===== config.mk =====
export PLATFORM = sky130hd
export DESIGN_NAME = kp_scan
export DESIGN_NICKNAME = d
export VERILOG_FILES = /design/src/rtl/kp_scan.sv
export SDC_FILE = /design/constraint.sdc
export NUM_CORES = 1
export LEC_CHECK = 0
export CORE_MARGIN = 3
export CORE_UTILIZATION = 55
export CTS_CLUSTER_DIAMETER = 60
export CTS_CLUSTER_SIZE = 14
export DETAILED_ROUTE_END_ITERATION = 10
export PLACE_DENSITY_LB_ADDON = 0.2
export SLEW_MARGIN = 5
export SYNTH_ARGS = -nofsm -noshare
export SYNTH_HDL_FRONTEND = slang
export SYNTH_SLANG_ARGS = --single-unit

===== constraint.sdc =====
create_clock -name clk -period 2.6 [get_ports clk]
set_input_delay 0.39 -clock clk [delete_from_list [all_inputs] [get_ports clk]]
set_output_delay 0.39 -clock clk [all_outputs]
set_load 0.005 [all_outputs]

===== src/rtl/kp_scan.sv =====
// 4x4 keypad scanner: walks a one-cold column drive, debounces a single-row
// press and release on sample ticks, and reports the key as {rows, cols}.
module kp_scan #(
  parameter int SCAN_DIV = 1000,
  parameter int DEBOUNCE = 20
) (
  input  logic       clk,
  input  logic       reset_n,
  input  logic [3:0] kpr,
  output logic [3:0] kpc,
  output logic [7:0] key_code,
  output logic       key_valid,
  output logic       key_held
);

  localparam int DIV_W = (SCAN_DIV > 2) ? $clog2(SCAN_DIV) : 1;
  localparam int CNT_W = $clog2(DEBOUNCE + 1);
  localparam logic [DIV_W-1:0] DIV_LAST = DIV_W'(SCAN_DIV - 1);
  localparam logic [CNT_W-1:0] CNT_DONE = CNT_W'(DEBOUNCE);
  localparam logic [CNT_W-1:0] CNT_ONE  = CNT_W'(1);

  typedef enum logic [1:0] {SCAN, PRESS_DB, HELD, REL_DB} state_t;

  logic [3:0]       rs_meta_q, rs_q;
  logic [DIV_W-1:0] div_q, div_d;
  logic             tick;
  state_t           state_q;
  logic [CNT_W-1:0] cnt_q, cnt_d;
  logic [3:0]       cand_q;
  logic [3:0]       kpc_q;
  logic [7:0]       code_q;
  logic             valid_q, held_q;
  logic             one_low, row_idle;
  logic [3:0]       kpc_next;

  function automatic logic single_low(input logic [3:0] r);
    case (r)
      4'b0111, 4'b1011, 4'b1101, 4'b1110: single_low = 1'b1;
      default:                            single_low = 1'b0;
    endcase
  endfunction

  // Rows are asynchronous to clk; only rs_q is ever looked at.
  always_ff @(posedge clk) begin
    if (!reset_n) begin
      rs_meta_q <= 4'hF;
      rs_q      <= 4'hF;
    end else begin
      rs_meta_q <= kpr;
      rs_q      <= rs_meta_q;
    end
  end

  always_comb begin
    div_d = (div_q == DIV_LAST) ? '0 : div_q + DIV_W'(1);
  end

  always_ff @(posedge clk) begin
    if (!reset_n) div_q <= '0;
    else          div_q <= div_d;
  end

  assign tick     = (div_q == DIV_LAST);
  assign one_low  = single_low(rs_q);
  assign row_idle = (rs_q == 4'hF);
  assign cnt_d    = cnt_q + CNT_ONE;
  assign kpc_next = {kpc_q[0], kpc_q[3:1]};

  always_ff @(posedge clk) begin
    if (!reset_n) begin
      state_q <= SCAN;
      cnt_q   <= '0;
      cand_q  <= 4'hF;
      kpc_q   <= 4'b0111;
      code_q  <= 8'hFF;
      valid_q <= 1'b0;
      held_q  <= 1'b0;
    end else begin
      valid_q <= 1'b0;
      if (tick) begin
        case (state_q)
          SCAN: begin
            if (one_low) begin
              cand_q <= rs_q;
              cnt_q  <= CNT_ONE;
              // A single-tick debounce accepts on the capture tick itself.
              if (DEBOUNCE == 1) begin
                code_q  <= {rs_q, kpc_q};
                valid_q <= 1'b1;
                held_q  <= 1'b1;
                state_q <= HELD;
              end else begin
                state_q <= PRESS_DB;
              end
            end else begin
              kpc_q <= kpc_next;
            end
          end
          PRESS_DB: begin
            if (rs_q == cand_q) begin
              cnt_q <= cnt_d;
              if (cnt_d == CNT_DONE) begin
                code_q  <= {cand_q, kpc_q};
                valid_q <= 1'b1;
                held_q  <= 1'b1;
                state_q <= HELD;
              end
            end else begin
              state_q <= SCAN;
            end
          end
          HELD: begin
            if (row_idle) begin
              cnt_q <= CNT_ONE;
              if (DEBOUNCE == 1) begin
                held_q  <= 1'b0;
                kpc_q   <= kpc_next;
                state_q <= SCAN;
              end else begin
                state_q <= REL_DB;
              end
            end
          end
          REL_DB: begin
            if (row_idle) begin
              cnt_q <= cnt_d;
              if (cnt_d == CNT_DONE) begin
                held_q  <= 1'b0;
                kpc_q   <= kpc_next;
                state_q <= SCAN;
              end
            end else begin
              state_q <= HELD;
            end
          end
          default: state_q <= SCAN;
        endcase
      end
    end
  end

  assign kpc       = kpc_q;
  assign key_code  = code_q;
  assign key_valid = valid_q;
  assign key_held  = held_q;

endmodule

After elaboration in Yosys (flattened, before gate mapping)
Index checks and enable logic that the tools add are counted.

Flip-flop bits (word level): 43. Input port bits: 6. Output and inout bits: 14.

Add/subtract/negate cells: 2. Equal/unequal tests: 20. Muxes and demuxes: 23. Bitwise logic cells: 1. Reduce and logical (&&, ||, !) cells: 12.

Operator list (count): $mux 5 (4); $pmux 5 s4 (1); $eq 4x4->1 const B (4); $reduce_and 5->1 (3); $ne 2x2->1 const B (7); $mux 2 (6); $mux 4 (3); $add 10x1->10 const B (1); $eq 10x10->1 const B (1); $pmux 2 s4 (1); $pmux 4 s2 (1); $reduce_and 4->1 (2); $mux 1 (6); $ne 3x3->1 const B (2); $reduce_and 6->1 (1); $add 5x1->5 const B (1); $eq 5x5->1 const B (1); $eq 2x2->1 const B (2); $eq 4x3->1 const B (1); $eq 4x4->1 (1); $reduce_bool 2->1 (2); $reduce_or 4->1 (1); $reduce_and 3->1 (1); $eq 2x1->1 const B (1); other kinds (4) (4).

Depth between registers and ports, before layout
Depth after elaboration: 5. Depth in mapped cells: 8. Depth with buffers taken out: 6.

Least setup slack after synthesis
Ideal clock, no wire load.

Path type: register to register. Start point: register rs_q[2]. End point: register code_q[0] (netlist: key_code[0]). Arrival time: 1.752 ns. Data required time: 2.481 ns. Path slack: 0.729 ns. Cell stages (with the launch flop): 7. Cells stage by stage: dfxtp_1 -> xor2_1 -> or4_4 -> nor4_4 -> buf_6 -> mux2i_1 -> nand2_1.

Word-level cells in the longest chain between the ends: 2.

Ends and longest elaborated chain: start: declaration (RTL line 24) `logic [3:0] rs_meta_q, rs_q;`; start signal: assignment (RTL line 50) `rs_q <= rs_meta_q;`; $eq 4x4->1 (RTL line 100) `if (rs_q == cand_q) begin`; $reduce_and 4->1 (no line); end signal: assignment (RTL line 88) `code_q <= {rs_q, kpc_q};`; end signal: assignment (RTL line 103) `code_q <= {cand_q, kpc_q};`; end: declaration (RTL line 31) `logic [7:0] code_q;`.

No other way between the ends. A chain may end at the register's enable or synchronous reset.

Worst setup path after layout
Start point: register rs_q[2]. End point: register code_q[6] (netlist: key_code[6]).

The elaborated chain is that of the path after synthesis.

==> results by group <==
Worst setup path
  – Worst Path Required: 2.84 ns
  – Buf/Inv on CP: 1
  – Worst path slowest cell: or4_4
  – Crit-path max cell delay: 0.59 ns
  – Crit path max fanout: 6
  – Crit Path Class: flop to flop
  – Critical register-to-register path endpoint: key_code[6]
  – Setup crit end kind: flop
  – Cells along the critical path: xor2_1 > or4_4 > nor4_4 > buf_4 > mux2i_1 > nand2_1
  – CP Launch Type: flop
  – Crit path DAT: between 2 and 2.5 ns
  – R2R depth: 6
  – Worst r2r src: rs_q[2]
  – Top cell family by delay on the critical path: simple AND/OR/NAND/NOR gates
  – Worst R2R Setup Slack: 0.38 ns

Synthesis
  – Mux cell area share after synthesis: 9.15%
  – Post-synthesis xor/xnor area fraction: 6.12%
  – Seq/Total Area, Yosys: a little under half
  – Complex-gate fraction of the synthesized area: 9.41%
  – Synth Area per Inst: about 9.8 µm²
  – Post-synth EDFFs: 0
  – Main synth FF type: dfxtp_1
  – Synthesized area: 1860 µm²
  – Yosys reg bits: 43
  – Post-synthesis adder-cell area fraction: 1.34%
  – Synth Instances: 189
  – Yosys cell types: 43
  – Syn nets: roughly 200
  – Ys Warns: 0
  – Simple-Gate Fraction of Synth Area: 24.1%
  – Main combinational cell family by area after synthesis: simple AND/OR/NAND/NOR gates
  – Async SR Flop Fraction: 0%

Floorplan
  – Die height: around 64 µm
  – Die ar.: 4120 µm²
  – Num rows: 20
  – Chip width: 64.2 µm
  – I/O pins: 20
  – Total core area: 3130 µm²
  – Starting Density: 59.5%

STA
  – Setup TNS: 0 ns
  – Top achievable clock speed: 450 MHz
  – Max Slew Vio Count: 0
  – Clock skew: 0.00657 ns
  – Slew @ Worst Pin: 0.400 ns
  – Final hold vios: 0
  – Period Utilization, post-route: 85.4%
  – Final setup fails: 0
  – Final Critical Period: 2.22 ns
  – Slew margin rel.: approximately three quarters
  – RSZ-0062 raised after global routing: no

Finish
  – Antenna diode count: 0
  – Post-layout nets: 218
  – Post-Layout Cell Count: 255
  – Area delta synth->final: 14.7%
  – Design Area, Final: roughly 2100 µm²
  – Share of cells above drive strength 1: 7.58%

Drt
  – 1st-iter DRT viols: 70
  – Routed vias/inst: 5.51
  – Routed WL: 3580 µm
  – Wire per inst: 14.0 µm
  – Post-route DRC: 0
  – Via Count: 1406
  – Drt pass-1 iters: 4
  – Post-route ant nets: 0

Clocking
  – Post-CTS Hold Buffers: 0
  – Maximum clock path buffer count: 2
  – Worst-path clk slew: 0.12 ns
  – CTS root buf: clkbuf_4
  – CTS Buf Count: 5
  – Post-CTS resize count: 0
  – Clk_lat worst skew: 0.35 ns
  – CTS tree: yes
  – Post-CTS Repair Setup Buffers: 0
  – H-Tree Level Count: 2
  – # clock sinks: 43

Power and ir drop
  – Leak Pwr: approximately 0.75 nW
  – Power density over cell area: 515 nW/µm²
  – Maximum vdd drop: 0.410 mV

Hold path
  – Hold path start: rs_meta_q[0]
  – Cell depth of the worst hold path: 1
  – Hold EP: rs_q[0]
  – Worst Hold Class: flop to flop

GRT
  – First-pass GRT wire length: ~6500 µm
  – Antenna violations before repair: 0
  – Largest net degree at the start of global routing: 30
  – Vias in the first global route: 1426
  – Global route overflow: 0
  – Gr usage total: 19.9%

Placed design
  – Placed Area: just over 2000 µm²
  – Hpwl dp: 2650 µm
  – Port bufs: 19
  – Final GP Congestion: 0.814
  – Post-Place Cells: 247

Status
  – Outcome: finished clean

Run
  – Max-capacitance violation count: 0
-- power by group --
group	switching (mW)	leakage (nW)	internal, mW
Combinational	0.0307	0.358	0.0262
Clock	0.206	0.0386	0.159
Sequential	0.00858	0.350	0.668
-- per-layer routing --
metal	vias to the layer above	wire length, µm	global-route usage, %
met4	0	34	7.39
met2	29	1750	32.4
met5	-	0	0
met3	3	185	7.03
li1	706	-	-
met1	668	1610	24.0
-- worst max-delay path by stage --
| stage | startpoint | to | cells past startpoint | slack, ns |
|---|---|---|---|---|
| floorplan | rs_q[2] | key_code[0] | 6 | 0.73 |
| global placement | rs_q[2] | key_code[7] | 6 | 0.46 |
| detailed placement | rs_q[2] | key_code[6] | 6 | 0.36 |
| CTS | rs_q[2] | key_code[6] | 6 | 0.36 |
| global route | rs_q[2] | key_code[3] | 6 | 0.21 |
| finish | rs_q[2] | key_code[6] | 6 | 0.38 |
-- kinds of logic (layout without fill, tap and decap cells) --
group	after synthesis	count (layout)
mux	17	17
simple gates	83	83
xor+xnor	13	13
flops	43	43
buf+inv	10	32
compound gates	21	21
fa+ha+maj	2	2
-- stage by stage --
step | hold WS, ns | power (mW) | util [%] | worst slack, ns
2_1_floorplan | 0.386 | 0.731 | - | 0.729
3_3_place_gp | 0.392 | 0.746 | 66.0 | 0.463
3_5_place_dp | 0.399 | 0.749 | 66.0 | 0.357
4_1_cts | 0.426 | 1.11 | 68.2 | 0.355
5_1_grt | 0.438 | 1.15 | 68.2 | 0.206
6_report | 0.423 | 1.10 | 68.2 | 0.379
-- synthesized netlist by cell type, drive strengths merged, types with 3 or more instances --
cell type	count	area, µm²
a21oi	3	15.0
and3	4	25.0
and4	3	28.8
buf	4	26.3
dfxtp	43	861
mux2i	17	170
nand2	26	97.6
nand2b	8	50.1
nand3	9	57.6
nor2	21	78.8
o21ai	3	15.0
xnor2	6	52.6
xor2	7	61.3
-- layout by cell type (no fill, tap or decap), drive strengths merged --
cell / Yosys / final
nand4b: 2 / 2
mux2i: 17 / 17
nor2: 21 / 21
nand2: 26 / 26
o21a: 2 / 2
clkdlybuf4s50: 1 / 19
dfxtp: 43 / 43
o2111ai: 1 / 1
buf: 4 / 2
and4bb: 2 / 2
clkbuf: 2 / 8
nand4: 2 / 2
clkinv: 1 / 1
and2: 2 / 2
o211ai: 2 / 2
o31ai: 1 / 1
xnor2: 6 / 6
nand3: 9 / 9
and3: 4 / 4
and4: 3 / 3
o21ai: 3 / 3
a311oi: 2 / 2
nor4: 1 / 1
o221a: 1 / 1
nand2b: 8 / 8
xor2: 7 / 7
a41oi: 2 / 2
ha: 2 / 2
nor3: 1 / 1
inv: 2 / 2
o32ai: 1 / 1
or4: 1 / 1
a31oi: 1 / 1
o41ai: 1 / 1
nor2b: 1 / 1
a21oi: 3 / 3
o311a: 1 / 1
-- cell type report --
| type | instances | area [µm²] |
|---|---|---|
| fillers | 254 | 993 |
| inverters | 3 | 11.3 |
| repair buffers | 21 | 205 |
| clock buffers | 8 | 68.8 |
| flip-flops and latches | 43 | 861 |
| well taps | 44 | 55.1 |
| multi-input cells | 136 | 933 |
-- sequential cells by signal (all words and copies together), names as in the netlist --
name,flops
key_code,8
cnt_q,5
key_held,1
rs_q,4
key_valid,1
cand_q,4
state_q,2
kpc,4
div_q,10
rs_meta_q,4
Power figures use the tool's default switching activity.
